File: src/rtl/xor_pkg.sv
// Shared types and helpers for the 4-bit XOR stream path.
// Contents: default nibble width, nibble type, decoder state enum and
// a rotate-left helper for nibble-wide keys.
package xor_pkg;

   localparam int NIBBLE_W = 4;

   typedef logic [NIBBLE_W-1:0] nibble_t;

   typedef enum logic {
      WAIT_KEY = 1'b0,
      RUN      = 1'b1
   } dec_state_t;

   // Rotate a nibble left by n positions (n taken modulo the nibble width).
   function automatic nibble_t rotl_nibble(nibble_t v, int n);
      int k;
      k = ((n % NIBBLE_W) + NIBBLE_W) % NIBBLE_W;
      if (k == 0) begin
         return v;
      end
      return nibble_t'((v << k) | (v >> (NIBBLE_W - k)));
   endfunction

endpackage

File: src/rtl/xor_dec_fifo.sv
// Small synchronous FIFO with first-word fall-through head register.
// The head is a register, so it reads 0 after reset and keeps the last
// popped value while the FIFO is empty. Push is ignored when full and
// pop is ignored when empty.
module xor_dec_fifo #(
   parameter int WIDTH = 4,
   parameter int DEPTH = 2
) (
   input  logic                       clk,
   input  logic                       reset,
   input  logic                       push,
   input  logic [WIDTH-1:0]           push_data,
   input  logic                       pop,
   output logic [WIDTH-1:0]           head,
   output logic [$clog2(DEPTH):0]     level,
   output logic                       not_empty
);

   localparam int AW = $clog2(DEPTH);
   localparam int LW = AW + 1;
   localparam logic [LW-1:0] DEPTH_L = LW'(DEPTH);
   localparam logic [LW-1:0] ONE_L   = LW'(1);

   logic [WIDTH-1:0] mem [DEPTH];
   logic [AW-1:0]    wr_ptr_reg;
   logic [AW-1:0]    rd_ptr_reg;
   logic [AW-1:0]    rd_ptr_inc;
   logic [LW-1:0]    count_reg;
   logic [WIDTH-1:0] head_reg;
   logic [WIDTH-1:0] head_next;
   logic             push_do;
   logic             pop_do;

   assign push_do    = push && (count_reg != DEPTH_L);
   assign pop_do     = pop && (count_reg != '0);
   assign rd_ptr_inc = rd_ptr_reg + 1'b1;

   // Storage array: written on push, never reset.
   always_ff @(posedge clk) begin
      if (push_do) begin
         mem[wr_ptr_reg] <= push_data;
      end
   end

   // Next head: the entry behind the popped one, or the incoming word when
   // it lands in an empty (or emptying) FIFO; otherwise hold.
   always_comb begin
      head_next = head_reg;
      if (pop_do && (count_reg > ONE_L)) begin
         head_next = mem[rd_ptr_inc];
      end else if (push_do && ((count_reg == '0) || (pop_do && (count_reg == ONE_L)))) begin
         head_next = push_data;
      end
   end

   // Pointers, occupancy and head register.
   always_ff @(posedge clk or posedge reset) begin
      if (reset) begin
         wr_ptr_reg <= '0;
         rd_ptr_reg <= '0;
         count_reg  <= '0;
         head_reg   <= '0;
      end else begin
         head_reg <= head_next;
         if (push_do) begin
            wr_ptr_reg <= wr_ptr_reg + 1'b1;
         end
         if (pop_do) begin
            rd_ptr_reg <= rd_ptr_inc;
         end
         case ({push_do, pop_do})
            2'b10:   count_reg <= count_reg + ONE_L;
            2'b01:   count_reg <= count_reg - ONE_L;
            default: count_reg <= count_reg;
         endcase
      end
   end

   assign head      = head_reg;
   assign level     = count_reg;
   assign not_empty = (count_reg != '0);

endmodule

File: src/rtl/xor_stream_decoder.sv
// XOR stream decoder: recovers plaintext as in_data ^ key with a loadable
// key that rotates left after every accepted nibble, buffering results in
// a small output FIFO.
// Optional build macro XOR_DEC_PARITY_EN adds in_par / sticky par_err.
module xor_stream_decoder
   import xor_pkg::*;
#(
   parameter int WIDTH      = NIBBLE_W,
   parameter int DEPTH      = 2,
   parameter int KEY_ROTATE = 1
) (
   input  logic                       clk,
   input  logic                       reset,
   input  logic                       key_load,
   input  logic [WIDTH-1:0]           key_in,
   input  logic                       in_valid,
   input  logic [WIDTH-1:0]           in_data,
   output logic                       in_ready,
   output logic                       out_valid,
   input  logic                       out_ready,
   output logic [WIDTH-1:0]           out_data,
   output logic [WIDTH-1:0]           out_inv,
   output logic [WIDTH-1:0]           out_or,
   output logic [$clog2(DEPTH):0]     level,
`ifdef XOR_DEC_PARITY_EN
   input  logic                       in_par,
   output logic                       par_err,
`endif
   output logic [7:0]                 decoded_cnt
);

   localparam int LW = $clog2(DEPTH) + 1;
   localparam logic [LW-1:0] DEPTH_L = LW'(DEPTH);

   dec_state_t       state_reg;
   logic [WIDTH-1:0] key_reg;
   logic [WIDTH-1:0] key_rot;
   logic [7:0]       cnt_reg;
   logic [LW-1:0]    level_int;
   logic             accept;
   logic             pop;

   // Ready depends only on registered state, never on out_ready.
   assign in_ready = (state_reg == RUN) && (level_int < DEPTH_L);
   assign accept   = in_valid && in_ready;
   assign pop      = out_valid && out_ready;

   // Rotated key: the package helper covers the nibble case, any other
   // width uses a plain concatenation.
   generate
      if (WIDTH == NIBBLE_W) begin : g_rot_nibble
         assign key_rot = rotl_nibble(nibble_t'(key_reg), KEY_ROTATE);
      end else begin : g_rot_generic
         localparam int R = ((KEY_ROTATE % WIDTH) + WIDTH) % WIDTH;
         if (R == 0) begin : g_static
            assign key_rot = key_reg;
         end else begin : g_rotate
            assign key_rot = {key_reg[WIDTH-1-R:0], key_reg[WIDTH-1:WIDTH-R]};
         end
      end
   endgenerate

   // Control FSM, key register and accept counter. A key_load on the same
   // edge as an accept wins over the rotation (push still uses old key).
   always_ff @(posedge clk or posedge reset) begin
      if (reset) begin
         state_reg <= WAIT_KEY;
         key_reg   <= '0;
         cnt_reg   <= '0;
      end else begin
         case (state_reg)
            WAIT_KEY: begin
               if (key_load) begin
                  key_reg   <= key_in;
                  state_reg <= RUN;
               end
            end
            RUN: begin
               if (key_load) begin
                  key_reg <= key_in;
               end else if (accept) begin
                  key_reg <= key_rot;
               end
               if (accept) begin
                  cnt_reg <= cnt_reg + 8'd1;
               end
            end
            default: state_reg <= WAIT_KEY;
         endcase
      end
   end

`ifdef XOR_DEC_PARITY_EN
   logic par_err_reg;

   // Sticky parity flag; key_load clears it, but an error on the same
   // edge as the clearing load is still recorded.
   always_ff @(posedge clk or posedge reset) begin
      if (reset) begin
         par_err_reg <= 1'b0;
      end else begin
         if (key_load) begin
            par_err_reg <= 1'b0;
         end
         if (accept && ((^in_data) != in_par)) begin
            par_err_reg <= 1'b1;
         end
      end
   end

   assign par_err = par_err_reg;
`endif

   xor_dec_fifo #(
      .WIDTH (WIDTH),
      .DEPTH (DEPTH)
   ) u_fifo (
      .clk       (clk),
      .reset     (reset),
      .push      (accept),
      .push_data (in_data ^ key_reg),
      .pop       (pop),
      .head      (out_data),
      .level     (level_int),
      .not_empty (out_valid)
   );

   assign level       = level_int;
   assign decoded_cnt = cnt_reg;
   assign out_inv     = ~out_data;
   assign out_or      = out_data | out_inv;

endmodule

File: config.mk
export PLATFORM = sky130hd
export DESIGN_NAME = xor_stream_decoder
export DESIGN_NICKNAME = d
export VERILOG_FILES = /design/src/rtl/xor_pkg.sv /design/src/rtl/xor_dec_fifo.sv /design/src/rtl/xor_stream_decoder.sv
export SDC_FILE = /design/constraint.sdc
export NUM_CORES = 1
export LEC_CHECK = 0
export ABC_AREA = 1
export BUFFER_PORTS_ARGS = -buffer_cell sky130_fd_sc_hd__buf_2
export CAP_MARGIN = 20
export CELL_PAD_IN_SITES_DETAIL_PLACEMENT = 0
export CELL_PAD_IN_SITES_GLOBAL_PLACEMENT = 1
export CORE_ASPECT_RATIO = 0.8
export CORE_MARGIN = 8
export CORE_UTILIZATION = 41
export CTS_CLUSTER_DIAMETER = 50
export DETAILED_ROUTE_END_ITERATION = 10
export GPL_TIMING_DRIVEN = 1
export PLACE_DENSITY = 0.91
export SLEW_MARGIN = 20
export SYNTH_ARGS = -nofsm -noshare
export SYNTH_HDL_FRONTEND = slang
export SYNTH_SLANG_ARGS = --single-unit
File: constraint.sdc
create_clock -name clk -period 3.24 [get_ports clk]
set_clock_uncertainty 0.2 [all_clocks]
set_input_delay 0.648 -clock clk [delete_from_list [all_inputs] [get_ports clk]]
set_output_delay 0.648 -clock clk [all_outputs]
set_load 0.01 [all_outputs]
==> impl.org <==
** Drt
- The routed layout has 1174 vias.
- WL/cell :: 10.8 um
- For this run, the detailed router's first-pass iteration total came to 4.
- Post-route DRC violation count :: 0
- Routed via count divided by cell count :: 4.36
- The detailed router finished its first iteration with 43 violations.
- After detailed routing, the total wire length is 2900 um.
- The detail route stage leaves a number of antenna-violating nets equal to 0.

** Global route
- GR Overflow Total :: 0
- The via count of the first global-routing pass is 1076.
- Global-route usage over all layers :: 10.5%
- The initial antenna violation count came to 0.
- Wire length of the first global-routing pass :: 4950 um
- Entering global routing, the biggest net connects 22 pins.

** STA
- The max-slew violation total from the final report came to 0.
- Slew @ Worst Pin :: 0.817 ns
- Fin. Hold Viols :: 0
- Worst-case setup margin in the final layout :: 1.16 ns
- Setup TNS :: 0 ns
- Number of setup violations in the final report :: 0
- Final Critical Period :: 2.08 ns
- Of the available clock period, the critical path in the final layout requires 64.3%.
- Setup repair after global routing left no endpoint under its margin.
- Maximum clock frequency :: 480 MHz
- Relative slew margins :: 45.5%

** Floorplanning
- Site Rows :: 20
- In this run the count of I/O pins placed on the die edge is 37.
- Height of the die :: 70.7 um
- Overall die width :: 84.4 um
- Die area :: 0.00596 mm^2
- Initial cell density of the core :: 41.4%
- Core box area :: 0.00370 mm^2

** Layout
- Antenna diode count :: 0
- Post-layout utilization of the core :: 49.7%
- Number of nets at the end of the flow :: 242
- Cells with a size suffix above 1 make up 21.8% of the layout.
- The area growth from synthesis to layout is 20.0%.
- Counting the fill cells in the layout gives 367.

** Critical path
- Setup crit end :: out_valid
- Stages on worst setup path :: 4
- STA classifies the critical path endpoint as an output port.
- STA puts the critical path data required time at 2.39 ns.
- Setup slack on the worst reg-to-reg path comes out at 1.44 ns.
- The worst register-to-register path begins at u_fifo.level[1].
- The worst setup path is launched from a register.
- Number of buffer and inverter instances along the worst setup path :: 3
- Along the worst path, the maximum fanout reaches 6.
- Critical path's slowest cell :: dfrtp_1
- The endpoint identified for the worst register-to-register timing path is u_fifo.level[1].
- Kind of critical path :: reg2out
- For the worst flop-to-flop path, the logic depth is 8.
- Cell family contributing the most delay on the critical path :: flip-flops
- STA puts the critical path data arrival time at 1.23 ns.
- Critical path launch point :: u_fifo.level[1]
- Worst stage delay on the critical path :: 0.44 ns
- The signal on the critical path passes through inv_2 -> ha_1 -> inv_1 -> buf_2.

** Synth
- Dividing the synthesized area by the synthesized cell count gives 8.24 um^2.
- Yosys warns :: 0
- Number of library cell types mapped by synthesis :: 21
- Cell Area, Synth :: 0.00153 mm^2
- Flip-flop and latch count after synthesis :: 29
- Seq/Total Area, Yosys :: 50.0%
- Mapped Cells :: 186

** Power and ir drop
- Leakage component of the power :: 1.00 nW
- Max VDD drop :: 0.000346 V
- Power spread over the standard cell area amounts to 869 mW/mm^2.

** Clock tree
- After clock tree synthesis, the setup repair step added 0 buffers.
- CTS Sinks :: 29
- The later pin in the worst-skew pair is clocked with a latency of 0.28 ns.
- Root buffer cell :: clkbuf_8
- Level count of the clock H-tree :: 2
- TritonCTS built the clock tree.
- Clock transition at the registers of the reported paths :: 0.06 ns
- In this run, post-CTS hold repair placed 0 buffers.
- Number of buffers inserted during clock tree synthesis :: 5
- After clock tree synthesis, the repair step resized 0 gates.
- CTS Buffer Depth :: 2

** Placed design
- Total half-perimeter wirelength after legalization and detailed placement :: 2300 um
- At the placement stage, the worst setup path has a slack of 1.30 ns.
- Number of buffers added on ports :: 32
- At the end of routability-driven placement, the weighted congestion stood at 0.770.

** Min path
- The worst hold path belongs to the class reg2reg.

** Outcome
- Result of the run :: finished, final reports clean

** Run
- Maximum Capacitance Violations :: 0
-- cells in the mapped netlist --
cell type	n	area, um^2
inv_2	2	7.51
nor2_2	1	6.26
nand4_1	2	12.5
nor2_4	3	33.8
buf_4	4	30.0
ha_1	5	62.6
nand2_2	1	6.26
nand2_1	74	278
nand2_4	2	22.5
nor2_1	6	22.5
conb_1	1	3.75
inv_1	29	109
nand3_4	1	17.5
nor3_1	1	5.00
edfxtp_1	8	240
o21ai_0	9	45.0
nand3b_1	1	7.51
xnor2_1	3	26.3
dfrtp_1	21	526
nand3_1	9	45.0
xor2_1	3	26.3
-- report_power, final --
group | total, mW | switching [mW] | internal [mW] | leakage (nW)
clock network | 0.361 | 0.135 | 0.226 | 0.0518
logic | 0.635 | 0.390 | 0.245 | 0.621
registers | 0.603 | 0.0970 | 0.506 | 0.327
-- cells in the final DEF (no fill, tap or decap) --
cell type	netlist	routed
nand2_1	74	74
buf_2	0	32
inv_1	29	29
dfrtp_1	21	21
nand3_1	9	9
o21ai_0	9	9
edfxtp_1	8	8
nor2_1	6	6
ha_1	5	5
clkbuf_8	0	5
conb_1	1	4
nor2_4	3	3
xnor2_1	3	3
xor2_1	3	3
inv_2	2	2
nand4_1	2	2
nand2_4	2	2
nand3_4	1	1
nand2_2	1	1
nor2_2	1	1
nor3_1	1	1
nand3b_1	1	1
clkinv_1	0	1
clkinvlp_4	0	1
bufinv_16	0	1
-- layout make-up --
type	instances	area, um^2	share of cell area (%)
Multi-Input combinational cell	125	632	34.4
Clock buffer	5	68.8	3.74
Clock inverter	3	41.3	2.24
Timing Repair Buffer	32	160	8.71
Inverter	31	116	6.33
Sequential cell	29	766	41.6
Tap cell	44	55.1	2.99
-- worst min-delay path, stage by stage (launching register included) --
cell and delay (ns):
dfrtp_1 0.37, nand2_1 0.06, nand2_1 0.04
-- stage by stage --
stage          cells  power, mW  cell area, um^2  hold slack (ns)
2_1_floorplan    189       1.05             1540            0.304
3_3_place_gp     261       1.24             1730            0.278
3_5_place_dp     261       1.25             1730            0.283
4_1_cts          269       1.62             1840            0.297
5_1_grt          269       1.73             1840            0.334
6_report         269       1.60             1840            0.302
-- how the worst min path moves through the flow --
stage,startpoint,end,slack [ns],cells past startpoint
after detailed placement,decoded_cnt[6],decoded_cnt[6],0.28,2
after CTS,decoded_cnt[6],decoded_cnt[6],0.30,2
after floorplan,u_fifo.wr_ptr_reg,u_fifo.wr_ptr_reg,0.30,2
after global routing,decoded_cnt[6],decoded_cnt[6],0.33,2
final,decoded_cnt[6],decoded_cnt[6],0.30,2
after global placement,decoded_cnt[6],decoded_cnt[6],0.28,2
-- layer usage --
metal	wire [um]	part of all wire [%]	GRT usage (%)
met2	1140	39	14.5
met5	0	0	0
met3	278	9.6	5.09
met4	52	1.8	5.31
met1	1430	49	13.1
-- kinds of logic after synthesis --
logic type      count (synthesis)  synth area share [%]
other cells                     1                 0.245
flops                          29                  50.0
fa+ha+maj                       5                  4.08
simple gates                  101                  29.8
buf+inv                        35                  9.55
compound gates                  9                  2.94
xor+xnor                        6                  3.43
No activity file was read; power rests on OpenSTA's default activity.
